### config.mk
export PLATFORM = sky130hd
export DESIGN_NAME = pe_mac_pipe
export DESIGN_NICKNAME = d
export VERILOG_FILES = /design/src/rtl/pe_mac_pipe.sv
export SDC_FILE = /design/constraint.sdc
export NUM_CORES = 1
export LEC_CHECK = 0
export CORE_MARGIN = 1
export CORE_UTILIZATION = 40
export CTS_CLUSTER_SIZE = 16
export DETAILED_ROUTE_END_ITERATION = 8
export PLACE_DENSITY = 0.54
export SYNTH_ARGS = -nofsm -noshare
export SYNTH_HDL_FRONTEND = slang
export SYNTH_SLANG_ARGS = --single-unit
### constraint.sdc
create_clock -name clk -period 9.5 [get_ports clk]
set_input_delay 0.95 -clock clk [delete_from_list [all_inputs] [get_ports clk]]
set_output_delay 0.95 -clock clk [all_outputs]
set_load 0.01 [all_outputs]
### src/rtl/pe_mac_pipe.sv
// -----------------------------------------------------------------------------
// pe_mac_pipe : pipelined FP8 (E4M3 / E5M2) multiply-accumulate processing
// element for a systolic array.
//
// Operands are forwarded to the next PE one cycle later. Each valid element is
// multiplied in stage 1. In stage 2 the product is aligned to the signed
// fixed-point accumulator and added with saturation. The accumulator is
// presented as a registered BF16 value, alongside sticky saturation and
// special-value flags.
//
// Ports
//   clk, rst_n          : clock, asynchronous active-low reset
//   clear               : synchronous accumulator / flag clear
//   fmt                 : operand format, 0 = E4M3 (bias 7), 1 = E5M2 (bias 15)
//   in_valid            : a_in / b_in / fmt carry a real element
//   a_in, b_in          : FP8 operands
//   a_out, b_out        : registered pass-through of a_in / b_in
//   fmt_out, valid_out  : registered pass-through of fmt / in_valid
//   c_out               : registered BF16 image of the accumulator
//   c_valid             : c_out reflects at least one element since last clear
//   sat_flag            : sticky, product or accumulation saturated
//   nan_flag            : sticky, a NaN / Inf operand was seen
// -----------------------------------------------------------------------------
module pe_mac_pipe #(
  parameter int ACC_W     = 24,
  parameter int FRAC_BITS = 10
) (
  input  logic        clk,
  input  logic        rst_n,
  input  logic        clear,
  input  logic        fmt,
  input  logic        in_valid,
  input  logic [7:0]  a_in,
  input  logic [7:0]  b_in,
  output logic [7:0]  a_out,
  output logic [7:0]  b_out,
  output logic        fmt_out,
  output logic        valid_out,
  output logic [15:0] c_out,
  output logic        c_valid,
  output logic        sat_flag,
  output logic        nan_flag
);

  localparam int WIDE_W = ACC_W + 8;
  localparam logic [ACC_W-1:0]        MAX_MAG = {1'b0, {(ACC_W-1){1'b1}}};
  localparam logic signed [ACC_W:0]   MAX_EXT = {2'b00, {(ACC_W-1){1'b1}}};
  localparam logic [ACC_W-1:0]        ONE     = {{(ACC_W-1){1'b0}}, 1'b1};

  // Decoded FP8 operand: 4-bit mantissa with 3 fraction bits and a 6-bit
  // two's-complement unbiased exponent.
  typedef struct packed {
    logic       special;
    logic [3:0] mant;
    logic [5:0] exp;
  } fp8_t;

  function automatic fp8_t decode(input logic [7:0] v, input logic f);
    fp8_t       d;
    logic [4:0] e_eff;
    if (!f) begin
      d.special = (v[6:0] == 7'h7F);
      d.mant    = {(v[6:3] != 4'd0), v[2:0]};
      // Denormals use exponent field 1, giving 1 - bias.
      e_eff     = (v[6:3] == 4'd0) ? 5'd1 : {1'b0, v[6:3]};
      d.exp     = {1'b0, e_eff} - 6'd7;
    end else begin
      d.special = (v[6:2] == 5'h1F);
      d.mant    = {(v[6:2] != 5'd0), v[1:0], 1'b0};
      e_eff     = (v[6:2] == 5'd0) ? 5'd1 : v[6:2];
      d.exp     = {1'b0, e_eff} - 6'd15;
    end
    return d;
  endfunction

  fp8_t dec_a, dec_b;
  assign dec_a = decode(a_in, fmt);
  assign dec_b = decode(b_in, fmt);

  // ---------------------------------------------------------------------------
  // Pass-through and stage 1 (multiply)
  // ---------------------------------------------------------------------------
  logic              s1_v;
  logic              s1_sign;
  logic              s1_special;
  logic [7:0]        s1_mant;
  logic signed [6:0] s1_exp;

  // NOTE: sequential state is written with non-blocking assignments only, so
  // every register samples the pre-edge value of every other register.
  always_ff @(posedge clk or negedge rst_n) begin
    if (!rst_n) begin
      a_out      <= '0;
      b_out      <= '0;
      fmt_out    <= 1'b0;
      valid_out  <= 1'b0;
      s1_v       <= 1'b0;
      s1_sign    <= 1'b0;
      s1_special <= 1'b0;
      s1_mant    <= '0;
      s1_exp     <= '0;
    end else begin
      a_out     <= a_in;
      b_out     <= b_in;
      fmt_out   <= fmt;
      valid_out <= in_valid;
      // An element arriving with clear is still captured: it starts the new sum.
      s1_v      <= in_valid;
      if (in_valid) begin
        s1_sign    <= a_in[7] ^ b_in[7];
        s1_special <= dec_a.special | dec_b.special;
        s1_mant    <= 8'(dec_a.mant) * 8'(dec_b.mant);
        s1_exp     <= {dec_a.exp[5], dec_a.exp} + {dec_b.exp[5], dec_b.exp};
      end
    end
  end

  // ---------------------------------------------------------------------------
  // Stage 2 (align + saturating accumulate)
  // ---------------------------------------------------------------------------
  int                       sh;
  logic [WIDE_W-1:0]        wide;
  logic                     prod_ovf;
  logic [ACC_W-1:0]         mag;
  logic signed [ACC_W-1:0]  acc;
  logic signed [ACC_W:0]    acc_ext, mag_ext, sum, sum_c;
  logic                     acc_ovf;
  logic signed [ACC_W-1:0]  acc_next;

  // NOTE: every variable written here gets a default first, so no path can
  // leave one unassigned and infer a latch.
  always_comb begin
    wide     = '0;
    prod_ovf = 1'b0;
    // mant_prod carries 6 fraction bits; the accumulator carries FRAC_BITS.
    sh       = int'(s1_exp) + FRAC_BITS - 6;
    if (sh >= 0) begin
      // Any nonzero mantissa shifted this far cannot fit below MAX.
      if (sh >= ACC_W) prod_ovf = (s1_mant != 8'd0);
      else             wide     = WIDE_W'(s1_mant) << sh;
    end else if (-sh < 8) begin
      wide = WIDE_W'(s1_mant) >> (-sh);
    end
    if (wide > {8'd0, MAX_MAG}) prod_ovf = 1'b1;
    mag = prod_ovf ? MAX_MAG : wide[ACC_W-1:0];

    acc_ext = {acc[ACC_W-1], acc};
    mag_ext = $signed({1'b0, mag});
    sum     = s1_sign ? (acc_ext - mag_ext) : (acc_ext + mag_ext);
    acc_ovf = 1'b0;
    sum_c   = sum;
    if (sum > MAX_EXT) begin
      sum_c   = MAX_EXT;
      acc_ovf = 1'b1;
    end else if (sum < -MAX_EXT) begin
      sum_c   = -MAX_EXT;
      acc_ovf = 1'b1;
    end
    acc_next = sum_c[ACC_W-1:0];
  end

  logic acc_v, sat_i, nan_i;

  always_ff @(posedge clk or negedge rst_n) begin
    if (!rst_n) begin
      acc   <= '0;
      acc_v <= 1'b0;
      sat_i <= 1'b0;
      nan_i <= 1'b0;
    end else if (clear) begin
      // The element sitting in S1 is discarded by not accumulating it.
      acc   <= '0;
      acc_v <= 1'b0;
      sat_i <= 1'b0;
      nan_i <= 1'b0;
    end else if (s1_v) begin
      acc_v <= 1'b1;
      if (s1_special) begin
        nan_i <= 1'b1;
      end else begin
        acc <= acc_next;
        if (prod_ovf || acc_ovf) sat_i <= 1'b1;
      end
    end
  end

  // ---------------------------------------------------------------------------
  // BF16 view of the accumulator (truncating), then output registers
  // ---------------------------------------------------------------------------
  logic [ACC_W-1:0] abs_acc;
  int               lead;
  logic [7:0]       bf_exp;
  logic [6:0]       bf_mant;
  logic [15:0]      bf16;

  always_comb begin
    abs_acc = acc[ACC_W-1] ? (~acc + ONE) : acc;
    lead    = 0;
    for (int i = 0; i < ACC_W; i++) begin
      if (abs_acc[i]) lead = i;
    end
    bf_exp  = 8'(lead - FRAC_BITS + 127);
    // Bits lead-1 .. lead-7 land in positions 6..0; the leading one drops out.
    bf_mant = 7'({abs_acc, 7'd0} >> lead);
    bf16    = (abs_acc == '0) ? 16'h0000 : {acc[ACC_W-1], bf_exp, bf_mant};
  end

  always_ff @(posedge clk or negedge rst_n) begin
    if (!rst_n) begin
      c_out    <= '0;
      c_valid  <= 1'b0;
      sat_flag <= 1'b0;
      nan_flag <= 1'b0;
    end else begin
      c_out    <= bf16;
      c_valid  <= acc_v;
      sat_flag <= sat_i;
      nan_flag <= nan_i;
    end
  end

endmodule
# Yosys cells after proc, flatten, opt, wreduce, memory -nomap -nowiden
# Cells that the tools add are included.
dict set report op_classes {
  add_sub_neg 13
  mul 1
  div 0
  order_cmp 6
  n_eq_ne 5
  n_shift 3
  muxes 55
  bitwise 3
  n_reduce_logical 17
}
# cell count
set op_table {}
lappend op_table {{$mux W32} 25}
lappend op_table {{$mux W24} 7}
lappend op_table {{$gt A32 B23 Y1 const B} 1}
lappend op_table {{$lt A32 B5 Y1 const B} 1}
lappend op_table {{$neg A9 Y32} 1}
lappend op_table {{$shl A8 B32 Y32} 1}
lappend op_table {{$shr A31 B32 Y7} 1}
lappend op_table {{$shr A8 B32 Y32} 1}
lappend op_table {{$add A24 B25 Y25} 1}
lappend op_table {{$gt A25 B24 Y1 const B} 1}
lappend op_table {{$lt A25 B24 Y1 const B} 1}
lappend op_table {{$mux W25} 1}
lappend op_table {{$sub A24 B25 Y25} 1}
lappend op_table {{$add A24 B1 Y24 const B} 1}
lappend op_table {{$logic_not A24 Y1} 1}
lappend op_table {{$not A24 Y24} 1}
lappend op_table {{$mux W11} 2}
lappend op_table {{$mux W16} 1}
lappend op_table {{$mux W1} 15}
lappend op_table {{$eq A7 B7 Y1 const B} 2}
lappend op_table {{$sub A5 B4 Y6 const B} 2}
lappend op_table {{$eq A5 B5 Y1 const B} 2}
lappend op_table {{$logic_not A5 Y1} 2}
lappend op_table {{$mux W5} 2}
lappend op_table {{21 further kinds} 29}
dict set report totals {
  register_bits 81
  latch_bits 0
  mem_bits_rw 0
  rom_bits 0
  input_bits 21
  output_inout_bits 37
  wordCells 119
  memories 0
}

# Longest topological paths before layout
dict set report logic_depth {
  ltp_word 29
  ltp_mapped 35
  ltp_nobuf 33
}

# Worst setup path after synthesis
# No wires, ideal clock.
dict set report synth_path {
  path_kind {register -> register}
  start {register s1_exp[3]}
  end {register sat_i}
  t_arrival_ps 7359
  required_ps 9401
  setup_slack_ps 2042
  path_stages_with_launch 34
  synth_period_minus_slack_ps 7458
  path_cell_list {dfrtp_1 ha_1 buf_2 nand4_1 nor2_1 a21o_1 clkbuf_1 nand3_1 ha_1 and4b_1 nand4_1 a2111o_1 nor2_1 or3_1 inv_1 ha_1 o21ai_0 nand3b_1 or3_1 or2_2 or3_1 o21a_1 o22ai_1 ha_1 a41o_1 a211o_1 o211ai_1 a21oi_1 nor2b_1 xnor2_1 or4_1 o41a_1 or2_2 a311oi_1}
}
dict set report synth_between {
  elab_chain_len 17
  word_cells_on_any_way 26
  cone_classes {5 x add/sub; 6 x order compare; 2 x shift; 10 x mux; 3 x reduce/logical}
}
# element line_no
set synth_lines {}
lappend synth_lines {{start: declaration} 87} ;# logic signed [6:0] s1_exp;
lappend synth_lines {{start signal: assignment} 113} ;# s1_exp <= {dec_a.exp[5], dec_a.exp} + {dec_b.exp[5], dec_b.exp};
lappend synth_lines {{$add A7 B5 Y8 (*)} 136} ;# sh = int'(s1_exp) + FRAC_BITS - 6;
lappend synth_lines {{$sub A8 B4 Y9 (*)} 136}
lappend synth_lines {{$neg A9 Y32} {141, 142}}
lappend synth_lines {{$lt A32 B5 Y1 or $shr A8 B32 Y32 (tied branches)} {141, 142}}
lappend synth_lines {{$mux W32} 141} ;# end else if (-sh < 8) begin
lappend synth_lines {{$mux W32} 137} ;# if (sh >= 0) begin
lappend synth_lines {{$gt A32 B23 Y1} 144} ;# if (wide > {8'd0, MAX_MAG}) prod_ovf = 1'b1;
lappend synth_lines {{$mux W1} 144}
lappend synth_lines {{$mux W24} 145} ;# mag = prod_ovf ? MAX_MAG : wide[ACC_W-1:0];
lappend synth_lines {{$add A24 B25 Y25 or $sub A24 B25 Y25 (tied branches)} 149} ;# sum = s1_sign ? (acc_ext - mag_ext) : (acc_ext + mag_ext);
lappend synth_lines {{$mux W25} 149}
lappend synth_lines {{$lt A25 B24 Y1} 155} ;# end else if (sum < -MAX_EXT) begin
lappend synth_lines {{$mux W1} 155}
lappend synth_lines {{$mux W1} 152} ;# if (sum > MAX_EXT) begin
lappend synth_lines {{$logic_or A1 B1 Y1 (*)} 182} ;# if (prod_ovf || acc_ovf) sat_i <= 1'b1;
lappend synth_lines {{$reduce_bool A2 Y1 (no line) (*)} -}
lappend synth_lines {{$reduce_and A3 Y1 (no line) (*)} -}
lappend synth_lines {{end signal: assignment} 168} ;# sat_i <= 1'b0;
lappend synth_lines {{end signal: assignment} 174} ;# sat_i <= 1'b0;
lappend synth_lines {{end signal: assignment} 182}
lappend synth_lines {{end: declaration} 162} ;# logic acc_v, sat_i, nan_i;
# Mark *: on every way between the ends. The rest lies on a longest branch, timed or not.
# A chain may end at the register's enable or synchronous reset.

# Final worst setup path
dict set report layout_path {
  start {register s1_exp[3]}
  end {register acc[2]}
}
dict set report layout_between {
  elab_chain_len 17
  word_cells_on_any_way 26
  cone_classes {5 x add/sub; 6 x order compare; 2 x shift; 13 x mux}
}
# element line_no
set layout_lines {}
lappend layout_lines {{$add A7 B5 Y8 (*)} 136}
lappend layout_lines {{$sub A8 B4 Y9 (*)} 136}
lappend layout_lines {{$neg A9 Y32} {141, 142}}
lappend layout_lines {{$lt A32 B5 Y1 or $shr A8 B32 Y32 (tied branches)} {141, 142}}
lappend layout_lines {{$mux W32} 141}
lappend layout_lines {{$mux W32} 137}
lappend layout_lines {{$gt A32 B23 Y1} 144}
lappend layout_lines {{$mux W1} 144}
lappend layout_lines {{$mux W24 (*)} 145}
lappend layout_lines {{$add A24 B25 Y25 or $sub A24 B25 Y25 (tied branches)} 149}
lappend layout_lines {{$mux W25 (*)} 149}
lappend layout_lines {{$lt A25 B24 Y1} 155}
lappend layout_lines {{$mux W24} 155}
lappend layout_lines {{$mux W24 (*)} 152}
lappend layout_lines {{$mux W24 (*)} 178} ;# if (s1_special) begin
lappend layout_lines {{$mux W24 (*)} 176} ;# end else if (s1_v) begin
lappend layout_lines {{$mux W24 (*)} 170} ;# end else if (clear) begin
lappend layout_lines {{end signal: assignment} 181} ;# acc <= acc_next;
lappend layout_lines {{end: declaration} 125} ;# logic signed [ACC_W-1:0] acc;
# Mark *: on every way between the ends. The rest lies on a longest branch, timed or not. The select of a mux whose other input is x is not followed.

==> flow_summary_export.csv <==
group,metric,value,unit
status,status,"finished, final reports clean",
synth,synth_top_cell_by_area,"dfrtp_1",
sta,period_needed,8600,ps
cts,h-tree-depth,3,
detailed_routing,firstDrtPassIters,5,
sta,setup_tns,0,ps
synth,syn_avg_cell_area,7.75,sq um
synth,synth-seq-cells,81,
synth,netlist.area_leader.share,19.7,%
cts,cts.sink_count,81,
worst_hold_path,hp-class,"reg -> reg",
worst_setup_path,startpoint_type,"flop",
synth,synth.most_common_cell,"nor2_1",
die,coreArea,25200,sq um
detailed_routing,routed_via_density,6.08,
cts,cts-root-buf,"clkbuf_16",
detailed_routing,drt_iter0_markers,731,
cells_and_area,diodes,0,
synth,async_flop_share,100,%
global_routing,antenna_found_initial,0,
cells_and_area,syn2layout_area_growth,9.67,%
synth,ys_types,104,
synth,yosysSeqAreaShare,19.7,%
detailed_routing,num_vias,10058,
power,p_leak,0.00456,uW
worst_setup_path,path_max_fanout,15,
global_routing,grt_pass1_wl,50.9,mm
sta,fmax,0.116,GHz
job,drv_cap,0,
detailed_routing,wl_per_cell,18.9,um
sta,maxSlewViolCount,0,
placed_design,dp.cells,1637,
cells_and_area,finalNetCount,1404,
die,start_util,40.9,%
synth,syn_nets,1413,
placed_design,port_buffers,57,
sta,hold_viol,0,
synth,synth_area_leaders,"dfrtp_1, ha_1, a21oi_1, nor2_1, nand2_1",
worst_setup_path,arrival,8810,ps
placed_design,dp_hpwl,23.8,mm
synth,postSynthCellCount,1327,
die,dieArea,26400,sq um
power,power_density,420,nW/um^2
detailed_routing,ant_nets,0,
cells_and_area,drive_above_1_share,8.31,%
synth,synthFlopType,"dfrtp_1",
synth,synth_area,10300,sq um
sta,holdWs,388,ps
cts,cts_made_buffers,9,
synth,yosysWarnings,0,
cts,ctsHoldBuffers,0,
global_routing,overflow,0,
sta,fin_crit_sh,90.5,%
power,ir_drop,0.245,mV
sta,slew-limit-headroom,35.4,%
cts,postCtsSetupRepairBufs,0,
power,p_total,4740,uW
sta,finClkSkew,11.9,ps
worst_setup_path,cp-end-kind,"flop",
die,io_pins,58,
worst_setup_path,critPathMostFrequentCell,"ha_1",
detailed_routing,drc,0,
sta,rsz0062_at_grt,"no",
placed_design,place.gp.congestion,0.884,
cells_and_area,final_cells,1653,
global_routing,grt_max_degree,55,
die,die_h,162,um
global_routing,gr-usage-all-layers,24.0,%
cts,cts_tree,"built",
detailed_routing,routed_wl,31.3,mm
cts,clk_latency,350,ps
sta,worst_pin_slew,966,ps
worst_setup_path,critPathSlowestCell,"ha_1",
worst_setup_path,max_stage_delay,560,ps
worst_setup_path,crit_type,"reg -> reg",
worst_setup_path,cp_num_buf_inv,1,
synth,synth_edf_count,0,
cts,cts_buffer_depth,2,
worst_setup_path,worstPathRequired,9710,ps
worst_setup_path,crit_family,"compound AO/OA/AOI/OAI gates",
global_routing,grt_pass1_vias,9409,
die,num_rows,58,
synth,yosys-top-cells-count,"nor2_1, nand2_1, a21oi_1, o21ai_0, dfrtp_1",
die,dieWidth,162,um
cts,clk_pin_slew,70,ps
sta,setup_viol,0,
[sequential cells by signal, indices dropped and copies added, names as in the netlist, 7 cells and up]
register and cells:
a_out 8, acc 24, b_out 8, c_out 16, s1_exp 7, s1_mant 8
[power breakdown]
part           total [uW]  internal (uW)  switching [uW]
Combinational        3750           1470            2280
Sequential            617            440             177
Clock                 376            215             160
[repair_timing]
| item | 4_1_cts | 5_1_grt |
|---|---|---|
| setup endpoints to repair | 0 | 12 |
| endpoints found under the hold margin | 0 | 0 |
| resized for setup | 0 | 1 |
[metal layers]
layer / wire (um) / track usage (%)
met3: 1660 / 3.49
met4: 668 / 6.39
met2: 14600 / 38.9
met5: 0 / 0
met1: 14400 / 33.2
[area by class of cell]
class	instances	area, sq um
clock inverter	6	72.6
timing repair buffer	72	681
clock buffer	10	239
multi-input combinational	1118	7710
inverter	36	139
sequential	81	2030
tap	330	413
fill	2536	13900
[final timing paths]
| kind | depth (start not counted) | endpoint | slack (ps) | startpoint |
|---|---|---|---|---|
| worst min register to register | 0 | c_valid | 390 | acc_v |
| max in group asynchronous | 2 | s1_exp[0] | 7980 | rst_n |
| min in group asynchronous | 1 | c_out[3] | 500 | rst_n |
| worst max register to register | 31 | acc[2] | 900 | s1_exp[3] |
| worst max-delay path | 31 | acc[2] | 900 | s1_exp[3] |
| worst min-delay path | 0 | c_valid | 390 | acc_v |
[logic make-up after synthesis]
kind of cell	synth area share [%]
flip-flops	19.7
multiplexers	8.23
adder cells (fa/ha/maj)	8.34
buffers and inverters	5.38
AND/OR/NAND/NOR	23.3
AO/OA/AOI/OAI	28.4
XOR/XNOR	6.59
[placed cells by master, fill, tap and decap left out, types with 8 or more instances in the layout]
cell type,count
nand2_1,117
nand4_1,13
nand2b_1,14
nor4_1,12
xor2_1,28
and2_1,14
or3_1,18
a22o_1,8
dfrtp_1,81
nor2b_1,19
nand3_1,50
buf_4,16
a21o_1,22
o22ai_1,22
mux2i_1,43
mux4_2,9
nor3_1,23
inv_1,30
a211oi_1,28
nor2_1,132
a31oi_1,13
clkbuf_16,9
o21a_1,10
nor3b_1,8
mux2_2,19
ha_1,59
o21ai_0,85
a21oi_1,110
xnor2_1,43
clkdlybuf4s50_1,56
or2_2,12
and3_1,13
o211ai_1,14
o31ai_1,11
[through the flow]
stage | util (%) | cell area, sq um | worst slack [ps]
CTS | 44.8 | 11300 | 675
global placement | 43.6 | 11000 | 981
floorplan | - | 10300 | 2040
global route | 44.8 | 11300 | 208
detailed placement | 43.6 | 11000 | 688
finish | 44.8 | 11300 | 904
Note: power is estimated with default switching activity, not from simulation.
